**config.mk**
```make
export PLATFORM = sky130hd
export DESIGN_NAME = flatten_sequencer
export DESIGN_NICKNAME = d
export VERILOG_FILES = /design/src/rtl/cnn_pkg.sv /design/src/rtl/flatten_skid_fifo.sv /design/src/rtl/flatten_sequencer.sv
export SDC_FILE = /design/constraint.sdc
export NUM_CORES = 1
export LEC_CHECK = 0
export BUFFER_PORTS_ARGS = -buffer_cell sky130_fd_sc_hd__buf_4
export CAP_MARGIN = 20
export CORE_AREA = 10 10 95 97
export CTS_BUF_LIST = sky130_fd_sc_hd__clkbuf_4
export DETAILED_ROUTE_END_ITERATION = 10
export DIE_AREA = 0 0 105 107
export PLACE_DENSITY = 0.76
export SYNTH_ARGS = -nofsm -noshare
export SYNTH_HDL_FRONTEND = slang
export SYNTH_SLANG_ARGS = --single-unit
export TNS_END_PERCENT = 50
```
**constraint.sdc**
```tcl
create_clock -name clock -period 2.1 [get_ports clock]
set_clock_uncertainty 0.1 [all_clocks]
set_input_delay 0.105 -clock clock [delete_from_list [all_inputs] [get_ports clock]]
set_output_delay 0.105 -clock clock [all_outputs]
set_load 0.01 [all_outputs]
```
**src/rtl/cnn_pkg.sv**
```systemverilog
// Shared types and default dimensions for the flattening stage between pooling and the dense layer.
package cnn_pkg;

  localparam int DEF_NUM_FEATURES           = 10;
  localparam int DEF_POOLED_HEIGHT          = 10;
  localparam int DEF_POOLED_WIDTH           = 10;
  localparam int DEF_CONVOLUTION_DATA_WIDTH = 8;
  localparam int DEF_FLATTENED_LENGTH       = DEF_NUM_FEATURES * DEF_POOLED_HEIGHT * DEF_POOLED_WIDTH;
  localparam int DEF_ADDR_WIDTH             = $clog2(DEF_FLATTENED_LENGTH);

  typedef enum logic [1:0] {
    IDLE  = 2'd0,
    RUN   = 2'd1,
    DRAIN = 2'd2,
    DONE  = 2'd3
  } flat_state_t;

  typedef struct packed {
    logic [DEF_CONVOLUTION_DATA_WIDTH-1:0] data;
    logic [DEF_ADDR_WIDTH-1:0]             index;
  } flat_entry_t;

  // Counter width for a modulus n, never narrower than one bit.
  function automatic int cnt_width(input int n);
    return (n > 1) ? $clog2(n) : 1;
  endfunction

endpackage

```
**src/rtl/flatten_skid_fifo.sv**
```systemverilog
// Two-entry skid FIFO: head is visible combinationally, push and pop same cycle, zero-latency pop.
// A push into a full FIFO is only accepted together with a pop; count is then unchanged.
module flatten_skid_fifo #(
  parameter type entry_t = cnn_pkg::flat_entry_t
) (
  input  logic       clock_i,
  input  logic       reset_n_i,
  input  logic       push_i,
  input  entry_t     push_entry_i,
  input  logic       pop_i,
  output entry_t     head_o,
  output logic       full_o,
  output logic       empty_o,
  output logic [1:0] count_o
);

  entry_t     mem_q [2];
  logic       wr_ptr_q, rd_ptr_q;
  logic [1:0] count_q, count_d;
  logic       do_push, do_pop;

  assign full_o  = (count_q == 2'd2);
  assign empty_o = (count_q == 2'd0);
  assign count_o = count_q;
  assign head_o  = mem_q[rd_ptr_q];

  assign do_pop  = pop_i & ~empty_o;
  assign do_push = push_i & (~full_o | do_pop);

  always_comb begin
    count_d = count_q + {1'b0, do_push} - {1'b0, do_pop};
  end

  always_ff @(posedge clock_i or negedge reset_n_i) begin
    if (!reset_n_i) begin
      mem_q[0] <= '0;
      mem_q[1] <= '0;
      wr_ptr_q <= 1'b0;
      rd_ptr_q <= 1'b0;
      count_q  <= 2'd0;
    end else begin
      if (do_push) begin
        mem_q[wr_ptr_q] <= push_entry_i;
        wr_ptr_q        <= ~wr_ptr_q;
      end
      if (do_pop) begin
        rd_ptr_q <= ~rd_ptr_q;
      end
      count_q <= count_d;
    end
  end

endmodule

```
**src/rtl/flatten_sequencer.sv**
```systemverilog
// Walks the pooled maps, reads the 1-cycle RAM and streams a flattened vector over valid/ready.
// Reads are throttled so FIFO entries plus in-flight reads never exceed 2; FLATTEN_CHANNEL_LAST_EN selects HWC walk order.
module flatten_sequencer #(
  parameter int NUM_FEATURES           = cnn_pkg::DEF_NUM_FEATURES,
  parameter int POOLED_HEIGHT          = cnn_pkg::DEF_POOLED_HEIGHT,
  parameter int POOLED_WIDTH           = cnn_pkg::DEF_POOLED_WIDTH,
  parameter int FLATTENED_LENGTH       = NUM_FEATURES * POOLED_HEIGHT * POOLED_WIDTH,
  parameter int CONVOLUTION_DATA_WIDTH = cnn_pkg::DEF_CONVOLUTION_DATA_WIDTH,
  parameter int ADDR_WIDTH             = $clog2(FLATTENED_LENGTH)
) (
  input  logic                              clock,
  input  logic                              reset_n,
  input  logic                              flatten_start,
  output logic                              pool_rd_en,
  output logic [ADDR_WIDTH-1:0]             pool_rd_addr,
  input  logic [CONVOLUTION_DATA_WIDTH-1:0] pool_rd_data,
  output logic                              flat_valid,
  input  logic                              flat_ready,
  output logic [CONVOLUTION_DATA_WIDTH-1:0] flat_data,
  output logic [ADDR_WIDTH-1:0]             flat_index,
  output logic                              flatten_busy,
  output logic                              flatten_done
);
  import cnn_pkg::*;

  localparam int FW       = cnt_width(NUM_FEATURES);
  localparam int RW       = cnt_width(POOLED_HEIGHT);
  localparam int CW       = cnt_width(POOLED_WIDTH);
  localparam int MAP_SIZE = POOLED_HEIGHT * POOLED_WIDTH;

  typedef struct packed {
    logic [CONVOLUTION_DATA_WIDTH-1:0] data;
    logic [ADDR_WIDTH-1:0]             index;
  } entry_t;

  flat_state_t           state_q, state_d;
  logic [FW-1:0]         feat_q, feat_d;
  logic [RW-1:0]         row_q, row_d;
  logic [CW-1:0]         col_q, col_d;
  logic [ADDR_WIDTH-1:0] addr_q, addr_d, ret_idx_q, ret_idx_d;
  logic                  inflight_q;
  logic                  fifo_full, fifo_empty, pop, can_issue;
  logic                  feat_last, row_last, col_last, is_last;
  logic [1:0]            fifo_count;
  logic [2:0]            occ;
  entry_t                push_entry, head;

  assign feat_last = (feat_q == FW'(NUM_FEATURES - 1));
  assign row_last  = (row_q == RW'(POOLED_HEIGHT - 1));
  assign col_last  = (col_q == CW'(POOLED_WIDTH - 1));
  assign is_last   = feat_last & row_last & col_last;

  assign pop = ~fifo_empty & flat_ready;
  assign occ = {1'b0, fifo_count} + {2'b0, inflight_q};

  // An entry leaving this cycle frees room for a new read.
  always_comb begin
    if (fifo_full) can_issue = pop & ~inflight_q;
    else           can_issue = (occ < 3'd2) || ((occ == 3'd2) && pop);
  end

  always_ff @(posedge clock or negedge reset_n) begin
    if (!reset_n) state_q <= IDLE;
    else          state_q <= state_d;
  end

  // DRAIN also exits on the final pop itself so done lands one cycle after the last handshake.
  always_comb begin
    state_d = state_q;
    case (state_q)
      IDLE:    if (flatten_start) state_d = RUN;
      RUN:     if (pool_rd_en && is_last) state_d = DRAIN;
      DRAIN:   if (!inflight_q && (fifo_empty || (fifo_count == 2'd1 && pop))) state_d = DONE;
      default: state_d = IDLE;
    endcase
  end

  always_comb begin
    pool_rd_en   = (state_q == RUN) && can_issue;
    flatten_busy = (state_q != IDLE);
    flatten_done = (state_q == DONE);
  end

  always_comb begin
    feat_d    = feat_q;
    row_d     = row_q;
    col_d     = col_q;
    addr_d    = addr_q;
    ret_idx_d = inflight_q ? ret_idx_q + 1'b1 : ret_idx_q;
    if (state_q == IDLE) begin
      feat_d    = '0;
      row_d     = '0;
      col_d     = '0;
      addr_d    = '0;
      ret_idx_d = '0;
    end else if (pool_rd_en) begin
`ifdef FLATTEN_CHANNEL_LAST_EN
      // Feature innermost: hop one map per step, rewind to the next pixel of map 0 on wrap.
      if (feat_last) begin
        feat_d = '0;
        addr_d = addr_q - ADDR_WIDTH'((NUM_FEATURES - 1) * MAP_SIZE) + 1'b1;
        if (col_last) begin
          col_d = '0;
          row_d = row_last ? '0 : row_q + 1'b1;
        end else begin
          col_d = col_q + 1'b1;
        end
      end else begin
        feat_d = feat_q + 1'b1;
        addr_d = addr_q + ADDR_WIDTH'(MAP_SIZE);
      end
`else
      addr_d = addr_q + 1'b1;
      if (col_last) begin
        col_d = '0;
        if (row_last) begin
          row_d  = '0;
          feat_d = feat_last ? '0 : feat_q + 1'b1;
        end else begin
          row_d = row_q + 1'b1;
        end
      end else begin
        col_d = col_q + 1'b1;
      end
`endif
    end
  end

  always_ff @(posedge clock or negedge reset_n) begin
    if (!reset_n) begin
      feat_q     <= '0;
      row_q      <= '0;
      col_q      <= '0;
      addr_q     <= '0;
      ret_idx_q  <= '0;
      inflight_q <= 1'b0;
    end else begin
      feat_q     <= feat_d;
      row_q      <= row_d;
      col_q      <= col_d;
      addr_q     <= addr_d;
      ret_idx_q  <= ret_idx_d;
      inflight_q <= pool_rd_en;
    end
  end

  assign push_entry.data  = pool_rd_data;
  assign push_entry.index = ret_idx_q;

  flatten_skid_fifo #(.entry_t(entry_t)) u_fifo (
    .clock_i      (clock),
    .reset_n_i    (reset_n),
    .push_i       (inflight_q),
    .push_entry_i (push_entry),
    .pop_i        (pop),
    .head_o       (head),
    .full_o       (fifo_full),
    .empty_o      (fifo_empty),
    .count_o      (fifo_count)
  );

  assign pool_rd_addr = addr_q;
  assign flat_valid   = ~fifo_empty;
  assign flat_data    = head.data;
  assign flat_index   = head.index;

endmodule

```
==> results.json, run 1 <==
{
  "slew_headroom": 0.612,
  "rows": 31,
  "drive_gt1_frac": 0.378,
  "ys_ff_latch": 75,
  "crit_buf_inv": 3,
  "grt_use_total": 0.140,
  "fp.dieW_microns": 105,
  "finalCritPeriodShare": 1.02,
  "worstPathCellList": "ha_2 > inv_2 > ha_4 > a311o_4 > nand2_4 > inv_6 > buf_6",
  "synth_ff_type": "dfrtp_1",
  "die_area_sq_um": 11200,
  "setup_viol": 7,
  "clkTransAtPathRegs_ps": 130,
  "tightest_slew_ps": 580,
  "hold_path_class": "primary input to flop",
  "worst_path_max_delay_cell": "a311o_4",
  "clock-sinks": 75,
  "layout.cells.non_filler": 497,
  "pin_count": 44,
  "synth_area_sq_um": 3750,
  "yosysSeqAreaShare": 0.501,
  "slew_violations": 0,
  "avgSynthCellArea_sq_um": 11.7,
  "violations": "setup timing",
  "fin_hold_ws_ps": 19.9,
  "drt_wl_total_microns": 7840,
  "leakage_nw": 2.22,
  "ant_nets": 0,
  "cp_max_fo": 2,
  "start_util": 0.525,
  "ff_latch_area_sq_um": 1880,
  "whs_endpoint": "state_q[0]",
  "path_class": "flop to output port",
  "cts_made_buffers": 9,
  "r2r-start": "inflight_q",
  "ys_warn_count": 0,
  "drc": 0,
  "p_per_area_nw_per_um2": 1190,
  "gr-total-overflow": 0,
  "hp-start": "flatten_start",
  "h-tree-depth": 3,
  "core_sq_um": 7140,
  "outcome": "finished with violations",
  "fp.dieH_microns": 107,
  "synth_cell_types": 49,
  "critPathMaxStageDelay_ps": 430,
  "synth_top_cell_by_area": "dfrtp_1",
  "worst_slack_ps": -44.3,
  "start_kind": "flop",
  "route.met3.wl_microns": 257,
  "syn_nets": 350,
  "dr_total_vias": 2632,
  "hold_depth": 4,
  "r2r-end": "state_q[1]",
  "gp_congestion": 0.764,
  "crit_required_ps": 1890,
  "avgRoutedWirePerCell_microns": 15.8,
  "grt_max_degree": 36,
  "clockBufferDepth": 2,
  "cap_violations": 0,
  "netlist_top_cells_area": "dfrtp_1, mux2_2, ha_1",
  "grt_pass1_wl_microns": 13000,
  "netlist_instances": 321,
  "synth-edff-count": 0,
  "antenna_found_initial": 1,
  "route.met2.wl_microns": 3960,
  "placed_cells": 467,
  "fmax_mhz": 466,
  "grt_pass1_vias": 2751,
  "numPortBuffers": 43,
  "dpl.hpwl_microns": 5320,
  "fin_crit_ps": 2140,
  "worst_setup_path_end_kind": "output port",
  "rsz0062_at_grt": "yes",
  "nNetsFinal": 422,
  "drt_iter0_drc": 73,
  "cts-root-buf": "clkbuf_4",
  "synth.top_cell.area_share": 0.501,
  "top_layer": "met4",
  "crit_arrival_ps": 1940,
  "worstSkewPairLatency_ps": 430,
  "hold_viol_final": 0,
  "syn_to_final_growth_pct": 24.4,
  "power_mw": 5.55,
  "cts_tree": "built",
  "crit_cells": 7,
  "rr_worst_depth": 8,
  "reg2reg_slack_ps": -40,
  "async_flop_share": 1.00,
  "fillers": 569,
  "drtPass1Iterations": 4,
  "utilization": 0.654,
  "vdd.ir_drop.worst_uv": 537,
  "multiInputGateArea_sq_um": 1840,
  "crit_family": "compound AO/OA/AOI/OAI gates",
  "viasPerCell": 5.30,
  "met1_length_microns": 3480,
  "place_ws_ps": -17.5
}
## cells in the final DEF, fill, tap and decap left out, types with 6 or more instances in the layout
cell,count
buf_4,57
mux2i_1,7
nand2_1,11
dfrtp_1,75
dlygate4sd3_1,10
mux2_2,48
xnor2_1,9
mux2_1,6
inv_1,12
nor2_1,37
nand3_1,11
a21oi_1,6
xor2_1,10
ha_1,13
clkbuf_4,9
## flip-flops by register name, summed over array words and instances (netlist names)
register	count
col_q	4
ret_idx_q	10
inflight_q	1
row_q	4
u_fifo.mem_q	36
state_q	2
u_fifo.rd_ptr_q	1
u_fifo.count_o	2
feat_q	4
u_fifo.wr_ptr_q	1
pool_rd_addr	10
## worst max path at each step
stage,start,end,slack (ps)
after floorplan,u_fifo.count_o[0],state_q[1],90
after global placement,inflight_q,state_q[1],70
after detailed placement,inflight_q,state_q[1],-20
after CTS,u_fifo.count_o[0],pool_rd_en,-40
after global routing,inflight_q,pool_rd_en,-100
final,inflight_q,pool_rd_en,-40
## metal layers
layer | vias up | track usage
li1 | 1263 | -
met1 | 1323 | 0.167
met2 | 37 | 0.238
met3 | 9 | 0.0269
met4 | 0 | 0.0686
met5 | - | 0
## cell families after synthesis
kind of cell | share of synthesized area
simple gates | 0.126
flops | 0.501
mux | 0.185
compound gates | 0.0597
buf+inv | 0.0280
xor+xnor | 0.0444
fa+ha+maj | 0.0567
## cells in the mapped netlist, types with 5 or more instances
cell type   n
dfrtp_1    75
mux2_2     48
nor2_1     38
ha_1       17
inv_1      13
nand2_1    11
nand3_1    11
xor2_1     10
xnor2_1     9
a21oi_1     7
clkbuf_1    7
mux2i_1     7
mux2_1      6
and3_1      5
o21ai_0     5
## cell type report
type                            instances  area share
Multi-Input combinational cell        220       0.395
Clock inverter                          6      0.0193
Tap cell                               99      0.0266
Inverter                               15      0.0131
Sequential cell                        75       0.402
Antenna cell                            1    0.000536
Clock buffer                            9      0.0145
Timing Repair Buffer                   72       0.129
## through the flow
step / cell area, sq um / TNS [ps]
floorplan: 3750 / 0
global placement: 4290 / 0
detailed placement: 4290 / -17.5
CTS: 4630 / -133
global route: 4660 / -680
finish: 4660 / -145
## power by group
group	switching (mW)	internal, mW
logic	1.26	1.29
clock network	0.532	0.480
registers	0.226	1.76
total	2.02	3.53
## repair_timing
action | in CTS | in global routing
pin swaps | 5 | 4
gates resized for setup | 14 | 7
hold buffers | 10 | 0
hold endpoints to repair | 92 | 0
buffers inserted | 4 | 0
setup endpoints to repair | 4 | 31
## worst register-to-register path, cell delays in order, from the launching register on
cell      delay [ps]
dfrtp_1          400
ha_2             200
inv_2             70
ha_4             200
a311o_4          430
buf_6            140
a31oi_4          140
a221oi_2          70
mux2_4           320
No activity file was read; power rests on OpenSTA's default activity.
==> run 2: changes to the inputs <==
==> constraint.sdc (replaced) <==
create_clock -name clock -period 2.1 [get_ports clock]
set_clock_uncertainty 0.1 [all_clocks]
set_input_delay 0.105 -clock clock [delete_from_list [all_inputs] [get_ports clock]]
set_output_delay 0.105 -clock clock [all_outputs]
set_load 0.1 [all_outputs]
==> run 2 against run 1 <==
The flow still finishes with violations (setup timing). Register-to-register slack lost 40 ps. Setup slack got worse by 47 ps. Via count about the same. Combinational power is 52% higher.
==> results.json, run 2 (same netlist as run 1, synthesis figures left out) <==
{
  "outcome": "finished with violations",
  "violations": "setup timing",
  "fp.dieH_microns": 107,
  "vdd.ir_drop.worst_uv": 1100,
  "r2r-end": "state_q[1]",
  "ant_nets": 0,
  "viasPerCell": 5.30,
  "grt_pass1_wl_microns": 12800,
  "h-tree-depth": 3,
  "rr_worst_depth": 8,
  "fillers": 565,
  "cts-root-buf": "clkbuf_4",
  "antenna_found_initial": 0,
  "hold_depth": 4,
  "antenna_cells": 0,
  "fmax_mhz": 456,
  "grt_pass1_vias": 2700,
  "drive_gt1_frac": 0.375,
  "hold_path_class": "primary input to flop",
  "start_util": 0.525,
  "finalCritPeriodShare": 1.04,
  "layout.cells.non_filler": 496,
  "avgRoutedWirePerCell_microns": 15.8,
  "worstPathCellList": "ha_2 > inv_2 > ha_4 > a311o_4 > nand2_4 > inv_6 > buf_12",
  "rows": 31,
  "clkTransAtPathRegs_ps": 120,
  "gp_congestion": 0.821,
  "setup_viol": 4,
  "mostFrequentLayoutCells": "dfrtp_1, buf_4, mux2_2, nor2_1, ha_1",
  "dr_total_vias": 2631,
  "worst_setup_path_end_kind": "output port",
  "die_area_sq_um": 11200,
  "fin_setup_tns_ps": -306,
  "drc": 0,
  "worst_slack_ps": -90.9,
  "final_common_cell": "dfrtp_1",
  "placed_cells": 465,
  "slew_violations": 0,
  "clockBufferDepth": 2,
  "clock-sinks": 75,
  "core_sq_um": 7140,
  "cp_max_fo": 4,
  "grt_max_degree": 40,
  "reg2reg_slack_ps": -80,
  "drt_iter0_drc": 57,
  "fin_hold_ws_ps": 56.9,
  "hp-start": "flatten_start",
  "worstSkewPairLatency_ps": 420,
  "tightest_slew_ps": 555,
  "crit_arrival_ps": 1990,
  "syn_to_final_growth_pct": 23.8,
  "fp.dieW_microns": 105,
  "cap_violations": 0,
  "fin_crit_ps": 2190,
  "drt_wl_total_microns": 7840,
  "start_kind": "flop",
  "dpl.hpwl_microns": 5420,
  "place_ws_ps": -29.7,
  "largest_register": "u_fifo.mem_q",
  "cts_tree": "built",
  "rsz0062_at_grt": "yes",
  "p_per_area_nw_per_um2": 1460,
  "gr-total-overflow": 0,
  "crit_required_ps": 1890,
  "drtPass1Iterations": 4,
  "whs_endpoint": "state_q[0]",
  "slew_headroom": 0.629,
  "critPathMaxStageDelay_ps": 430,
  "numPortBuffers": 43,
  "r2r-start": "u_fifo.count_o[0]",
  "grt_use_total": 0.138,
  "leakage_nw": 2.21,
  "hold_viol_final": 0,
  "largest_reg_flops": 36,
  "path_class": "flop to output port",
  "cts_made_buffers": 9,
  "worst_path_max_delay_cell": "a311o_4",
  "nNetsFinal": 421,
  "pin_count": 44
}
==> run 2: metrics by stage <==
stage,instance area (sq um),power [mW],utilization
after floorplan,3750,4.83,-
after global placement,4270,5.55,0.599
after detailed placement,4270,5.63,0.599
after CTS,4580,6.72,0.642
after global routing,4640,7.11,0.650
final,4640,6.77,0.650
==> run 2: critical path: cells and delay by family, from the launching register on <==
family	cells	cell delay, ps
and+or+nand+nor	1	90
adders and majority gates	2	380
buffers and inverters	3	250
AOI/OAI and AO/OA	1	430
DFF	1	420
==> run 2: power breakdown <==
group	leakage (nW)	internal [mW]	switching (mW)	total [mW]
logic	1.14	1.30	2.57	3.87
registers	0.997	1.77	0.233	2.00
clock network	0.0768	0.379	0.522	0.900
==> run 2: cell type report <==
type	instances	area, sq um	area share
flip-flops and latches	75	1880	0.405
multi-input cells	220	1840	0.397
repair buffers	71	596	0.128
well taps	99	124	0.0267
clock buffers	10	75.1	0.0162
clock inverters	6	65.1	0.0140
inverters	15	61.3	0.0132
==> run 2: worst max-delay path by stage <==
| stage | from | to | slack, ps | cells past startpoint |
|---|---|---|---|---|
| after global routing | u_fifo.count_o[0] | pool_rd_en | -160 | 7 |
| after CTS | u_fifo.count_o[0] | pool_rd_en | -70 | 7 |
| final | u_fifo.count_o[0] | pool_rd_en | -90 | 7 |
| after global placement | u_fifo.count_o[0] | state_q[1] | 40 | 7 |
| after floorplan | pool_rd_addr[0] | pool_rd_addr[4] | -20 | 5 |
| after detailed placement | u_fifo.count_o[0] | state_q[1] | -30 | 7 |
==> run 2: metal layers <==
metal / GRT usage / vias up / routed length, microns
li1: - / 1270 / -
met1: 0.170 / 1306 / 3590
met2: 0.227 / 45 / 3840
met3: 0.0305 / 10 / 282
met4: 0.0608 / 0 / 133
met5: 0 / - / 0
==> run 2: what timing repair did <==
action,4_1_cts,5_1_grt
pin swaps,2,3
hold buffers,9,1
gates resized for setup,11,8
endpoints found under the hold margin,91,1
setup buffers,4,1
setup endpoints to repair,4,12
